**config.mk**
```make
export PLATFORM = sky130hd
export DESIGN_NAME = seq_adder_ctrl
export DESIGN_NICKNAME = d
export VERILOG_FILES = /design/src/rtl/seq_adder_ctrl_pkg.sv /design/src/rtl/Adder_LookAhead8.sv /design/src/rtl/seq_adder_ctrl.sv
export SDC_FILE = /design/constraint.sdc
export NUM_CORES = 1
export LEC_CHECK = 0
export CAP_MARGIN = 20
export CORE_UTILIZATION = 30
export DETAILED_ROUTE_END_ITERATION = 6
export HOLD_SLACK_MARGIN = 0.06
export SLEW_MARGIN = 25
export SYNTH_ARGS = -nofsm -noshare
export SYNTH_HDL_FRONTEND = slang
export SYNTH_HIERARCHICAL = 1
export SYNTH_SLANG_ARGS = --single-unit
```
**constraint.sdc**
```tcl
create_clock -name clk -period 3.79 [get_ports clk]
set_input_delay 0.5685 -clock clk [delete_from_list [all_inputs] [get_ports clk]]
set_output_delay 0.5685 -clock clk [all_outputs]
set_load 0.02 [all_outputs]
```
**src/rtl/seq_adder_ctrl_pkg.sv**
```systemverilog
// rtl/seq_adder_ctrl_pkg.sv - shared constants and FSM encoding for the sequential adder
//
// Contents:
//   SLICE_W  width of the reusable carry-lookahead slice (one byte)
//   state_t  controller states IDLE / RUN / DONE

package seq_adder_ctrl_pkg;

    localparam int SLICE_W = 8;

    typedef enum logic [1:0] {
        IDLE = 2'd0,
        RUN  = 2'd1,
        DONE = 2'd2
    } state_t;

endpackage

```
**src/rtl/Adder_LookAhead8.sv**
```systemverilog
// rtl/Adder_LookAhead8.sv - 8-bit carry-lookahead adder slice
//
// Ports:
//   a, b   [7:0]  slice operands
//   cin           carry into bit 0
//   sum    [7:0]  slice sum
//   cout          carry out of bit 7
//   c_msb         carry into bit 7 (needed by the caller for signed overflow)

import seq_adder_ctrl_pkg::*;

module Adder_LookAhead8 (
    input  logic [SLICE_W-1:0] a,
    input  logic [SLICE_W-1:0] b,
    input  logic               cin,
    output logic [SLICE_W-1:0] sum,
    output logic               cout,
    output logic               c_msb
);

    logic [SLICE_W-1:0] g;
    logic [SLICE_W-1:0] p;
    logic [SLICE_W:0]   c;

    assign g = a & b;
    assign p = a ^ b;

    // Each carry is the flattened sum-of-products of generate/propagate terms,
    // so no carry depends on a neighbouring carry (true lookahead, not ripple).
    always_comb begin
        logic acc;
        logic pp;
        c    = '0;
        c[0] = cin;
        for (int i = 0; i < SLICE_W; i++) begin
            acc = g[i];
            pp  = p[i];
            for (int j = i - 1; j >= 0; j--) begin
                acc = acc | (pp & g[j]);
                pp  = pp & p[j];
            end
            acc    = acc | (pp & cin);
            c[i+1] = acc;
        end
    end

    assign sum   = p ^ c[SLICE_W-1:0];
    assign cout  = c[SLICE_W];
    assign c_msb = c[SLICE_W-1];

endmodule

```
**src/rtl/seq_adder_ctrl.sv**
```systemverilog
// rtl/seq_adder_ctrl.sv - byte-serial add/subtract controller around one 8-bit lookahead slice
//
// Ports:
//   clk, rst            rising-edge clock, asynchronous active-high reset
//   in_valid/in_ready   request handshake; in_ready only in IDLE
//   a, b, sub           operands and op select (0 = a+b, 1 = a-b)
//   out_valid/out_ready result handshake; result held in DONE until taken
//   sum, cout, overflow result, carry out (1 = no borrow on subtract), signed overflow

import seq_adder_ctrl_pkg::*;

module seq_adder_ctrl #(
    parameter int WIDTH = 32
) (
    input  logic             clk,
    input  logic             rst,
    input  logic             in_valid,
    output logic             in_ready,
    input  logic [WIDTH-1:0] a,
    input  logic [WIDTH-1:0] b,
    input  logic             sub,
    output logic             out_valid,
    input  logic             out_ready,
    output logic [WIDTH-1:0] sum,
    output logic             cout,
    output logic             overflow
);

    localparam int NS    = WIDTH / SLICE_W;
    localparam int IDX_W = (NS > 1) ? $clog2(NS) : 1;
    localparam logic [IDX_W-1:0] LAST_IDX = IDX_W'(NS - 1);

    state_t             state;
    logic [IDX_W-1:0]   idx;
    logic               carry;
    logic [WIDTH-1:0]   op_a;
    logic [WIDTH-1:0]   op_b;

    logic [SLICE_W-1:0] slice_a;
    logic [SLICE_W-1:0] slice_b;
    logic [SLICE_W-1:0] slice_sum;
    logic               slice_cout;
    logic               slice_c_msb;

    assign slice_a = op_a[int'(idx)*SLICE_W +: SLICE_W];
    assign slice_b = op_b[int'(idx)*SLICE_W +: SLICE_W];

    Adder_LookAhead8 u_slice (
        .a     (slice_a),
        .b     (slice_b),
        .cin   (carry),
        .sum   (slice_sum),
        .cout  (slice_cout),
        .c_msb (slice_c_msb)
    );

    always_ff @(posedge clk or posedge rst) begin
        if (rst) begin
            state     <= IDLE;
            idx       <= '0;
            carry     <= 1'b0;
            op_a      <= '0;
            op_b      <= '0;
            sum       <= '0;
            cout      <= 1'b0;
            overflow  <= 1'b0;
            out_valid <= 1'b0;
            in_ready  <= 1'b0;
        end else begin
            case (state)
                IDLE: begin
                    out_valid <= 1'b0;
                    in_ready  <= 1'b1;
                    if (in_valid && in_ready) begin
                        // Subtract is a + ~b + 1: invert B now, inject the +1 as carry-in.
                        op_a     <= a;
                        op_b     <= b ^ {WIDTH{sub}};
                        carry    <= sub;
                        idx      <= '0;
                        in_ready <= 1'b0;
                        state    <= RUN;
                    end
                end

                RUN: begin
                    sum[int'(idx)*SLICE_W +: SLICE_W] <= slice_sum;
                    carry <= slice_cout;
                    if (idx == LAST_IDX) begin
                        cout      <= slice_cout;
                        // Signed overflow: carry into the MSB differs from carry out of it.
                        overflow  <= slice_c_msb ^ slice_cout;
                        out_valid <= 1'b1;
                        idx       <= '0;
                        state     <= DONE;
                    end else begin
                        idx <= idx + 1'b1;
                    end
                end

                DONE: begin
                    if (out_ready) begin
                        out_valid <= 1'b0;
                        in_ready  <= 1'b1;
                        state     <= IDLE;
                    end
                end

                default: begin
                    state     <= IDLE;
                    out_valid <= 1'b0;
                    in_ready  <= 1'b0;
                end
            endcase
        end
    end

endmodule

```
==> out/qor.yml <==
start_util_pct: 31.0
power_switching_mw: 2.84
avgSynthCellArea_um2: 12.6
grt-ovfl-total: 0
die_area_um2: 17800
p_int_mw: 3.82
yosysSeqAreaShare_pct: 50.7
worstPathRequired_ns: 4.05
p_sw_share_pct: 42.6
routed_wirelength_mm: 12.3
arrival_ns: 3.21
finalCritPeriodShare_pct: 77.8
ctsHoldBuffers: 0
nets: 594
cts_tree: "yes"
max_slew_margin_pct: 41.3
layout_setup_ws_ns: 0.841
regArea_um2: 2630
tightest_slew_ns: 0.881
grt_util_all_layers_pct: 14.8
drt_first_pass_iters: 4
synth.distinct_cells: 47
drc: 0
cts_resized: 0
fin_area_um2: 6670
finalSetupViolCount: 0
cts.path.max_buffers: 2
preCtsSetupSlack_ns: 0.826
rsz0062_at_grt: "no"
cp_max_fo: 25
clk_pin_slew_ns: 0.06
status: "finished, final reports clean"
final.fill_count: 1618
p_per_area_nw_per_um2: 999
dpl_cell_area_um2: 6400
placed_cells: 718
area_growth_pct: 28.8
ant_nets: 0
final_util_pct: 39.9
antenna_found_initial: 0
grt_pass1_vias: 3670
p_total_mw: 6.66
post_cts_buffers: 0
multi_input_area_um2: 2380
drv_slew: 0
syn_area_um2: 5180
hold_violations: 0
yosys_warnings: 6
p_comb_share_pct: 57.3
via_per_inst: 4.81
tns_ns: 0
io_buffers: 104
vias: 3515
synth-seq-cells: 105
die_x_um: 133
routabilityCongestion: 0.822
insertion_delay_ns: 0.35
drv_cap: 0
cp-end-kind: "register"
p_leak_nw: 2.69
wl_per_cell_um: 16.9
diodes: 0
syn_inst: 410
ios: 105
synth_nets: 495
p_clk_share_pct: 13.1
clkSinkCount: 105
dr.first_iter.drc_count: 201
path_class: "register to register"
clock-root-buffer: "clkbuf_16"
drive_gt1_share_pct: 15.9
p_seq_share_pct: 29.6
skew_ns: 0.00541
core_area_um2: 16700
die_h_um: 133
holdWs_ns: 0.488
fin_crit_ns: 2.95
grt_pass1_wl_mm: 20.3
instances_no_fill: 731
holdCritPathClass: "register to register"
cts_buffers: 9
num_rows: 47
ir_drop_mv: 0.655
dp_hpwl_mm: 9.29
max_clock_freq_ghz: 0.339
h-tree-depth: 3
start_kind: "register"
grt_start_max_net_pins: 67
## critical path, cell delays in order (launching register included)
cell and delay, ns:
dfrtp_1 0.32, buf_4 0.38, mux4_2 0.57, ha_1 0.35, o21ai_1 0.12, nor2_1 0.26
a211oi_2 0.13, xnor2_1 0.45, nand2_1 0.12, o21ai_0 0.16
## sequential cells by signal, indices dropped and copies added (netlist names)
register   cells
op_a          32
op_b          32
sum           32
idx            2
state          2
carry          1
cout           1
in_ready       1
out_valid      1
overflow       1
## final cells by class
| class | count | area share [%] |
|---|---|---|
| Multi-Input combinational cell | 276 | 35.6 |
| Inverter | 8 | 0.488 |
| Tap cell | 220 | 4.13 |
| Sequential cell | 105 | 39.4 |
| Timing Repair Buffer | 109 | 16.3 |
| Clock buffer | 13 | 4.05 |
## path summary, 6_finish.rpt
| kind | slack (ns) | depth (start not counted) | to | startpoint |
|---|---|---|---|---|
| min in group asynchronous | 0.67 | 2 | sum[24] | rst |
| max in group asynchronous | 2.21 | 3 | sum[6] | rst |
| max | 0.84 | 9 | sum[22] | idx[0] |
| min | 0.49 | 2 | sum[17] | sum[17] |
| max reg2reg | 0.84 | 9 | sum[22] | idx[0] |
| min reg2reg | 0.49 | 2 | sum[17] | sum[17] |
## cells in the mapped netlist (all sizes together)
cell type    n  area [um2]
xnor2       37         324
a211oi       4        40.0
xor2         1        8.76
nor2        40         158
nand4bb      1        11.3
and3         2        12.5
nor2b        2        12.5
ha          15         188
o32ai        1        8.76
o21bai       1        7.51
nand4        1        6.26
a21oi       35         179
or2          1        8.76
a22o        25         219
nor4         1        21.3
mux4        16         360
o21ai       12        60.1
a21o         4        31.3
nand3        2        10.0
nand2b       3        18.8
nand2       21        78.8
nand3b       3        22.5
nor3b        3        22.5
fa           1        20.0
inv          8        30.0
nor4b        3        56.3
clkbuf       1        3.75
dfrtp      105        2630
o211ai       1        12.5
mux2        33         409
a221o        1        10.0
nor3         2        21.3
and4bb       1        16.3
buf         20         140
o31ai        2        15.0
or3          1        6.26
## power groups by stage
stage / Sequential (mW) / Clock (mW) / Combinational, mW
6_report: 1.97 / 0.870 / 3.82
3_3_place_gp: 1.98 / 0 / 3.68
5_1_grt: 2.04 / 0.950 / 4.14
3_5_place_dp: 1.99 / 0 / 3.80
2_1_floorplan: 2.02 / 0 / 2.63
4_1_cts: 1.97 / 0.896 / 3.82
## placed cells by master (no fill, tap or decap), drive strengths merged, types with 13 or more instances in the layout
cell	n
mux4	16
clkbuf	13
xnor2	37
nor2	40
nand2	21
a21oi	35
dfrtp	105
a22o	25
ha	15
clkdlybuf4s50	103
mux2	33
## routing by layer
layer	part of all wire [%]	vias to the layer above	wire, um	global-route usage, %
met4	1.0	0	124	3.41
met1	47	1732	5780	20.2
li1	-	1666	-	-
met3	4.7	13	580	3.84
met5	0	-	0	0
met2	47	104	5850	23.6
## cells by family after synthesis
group / after synthesis / synth area share [%]
flops: 105 / 50.7
simple gates: 87 / 9.33
compound gates: 86 / 11.3
mux: 49 / 14.9
xor+xnor: 38 / 6.43
buf+inv: 29 / 3.36
fa+ha+maj: 16 / 4.01
Power figures use the tool's default switching activity.
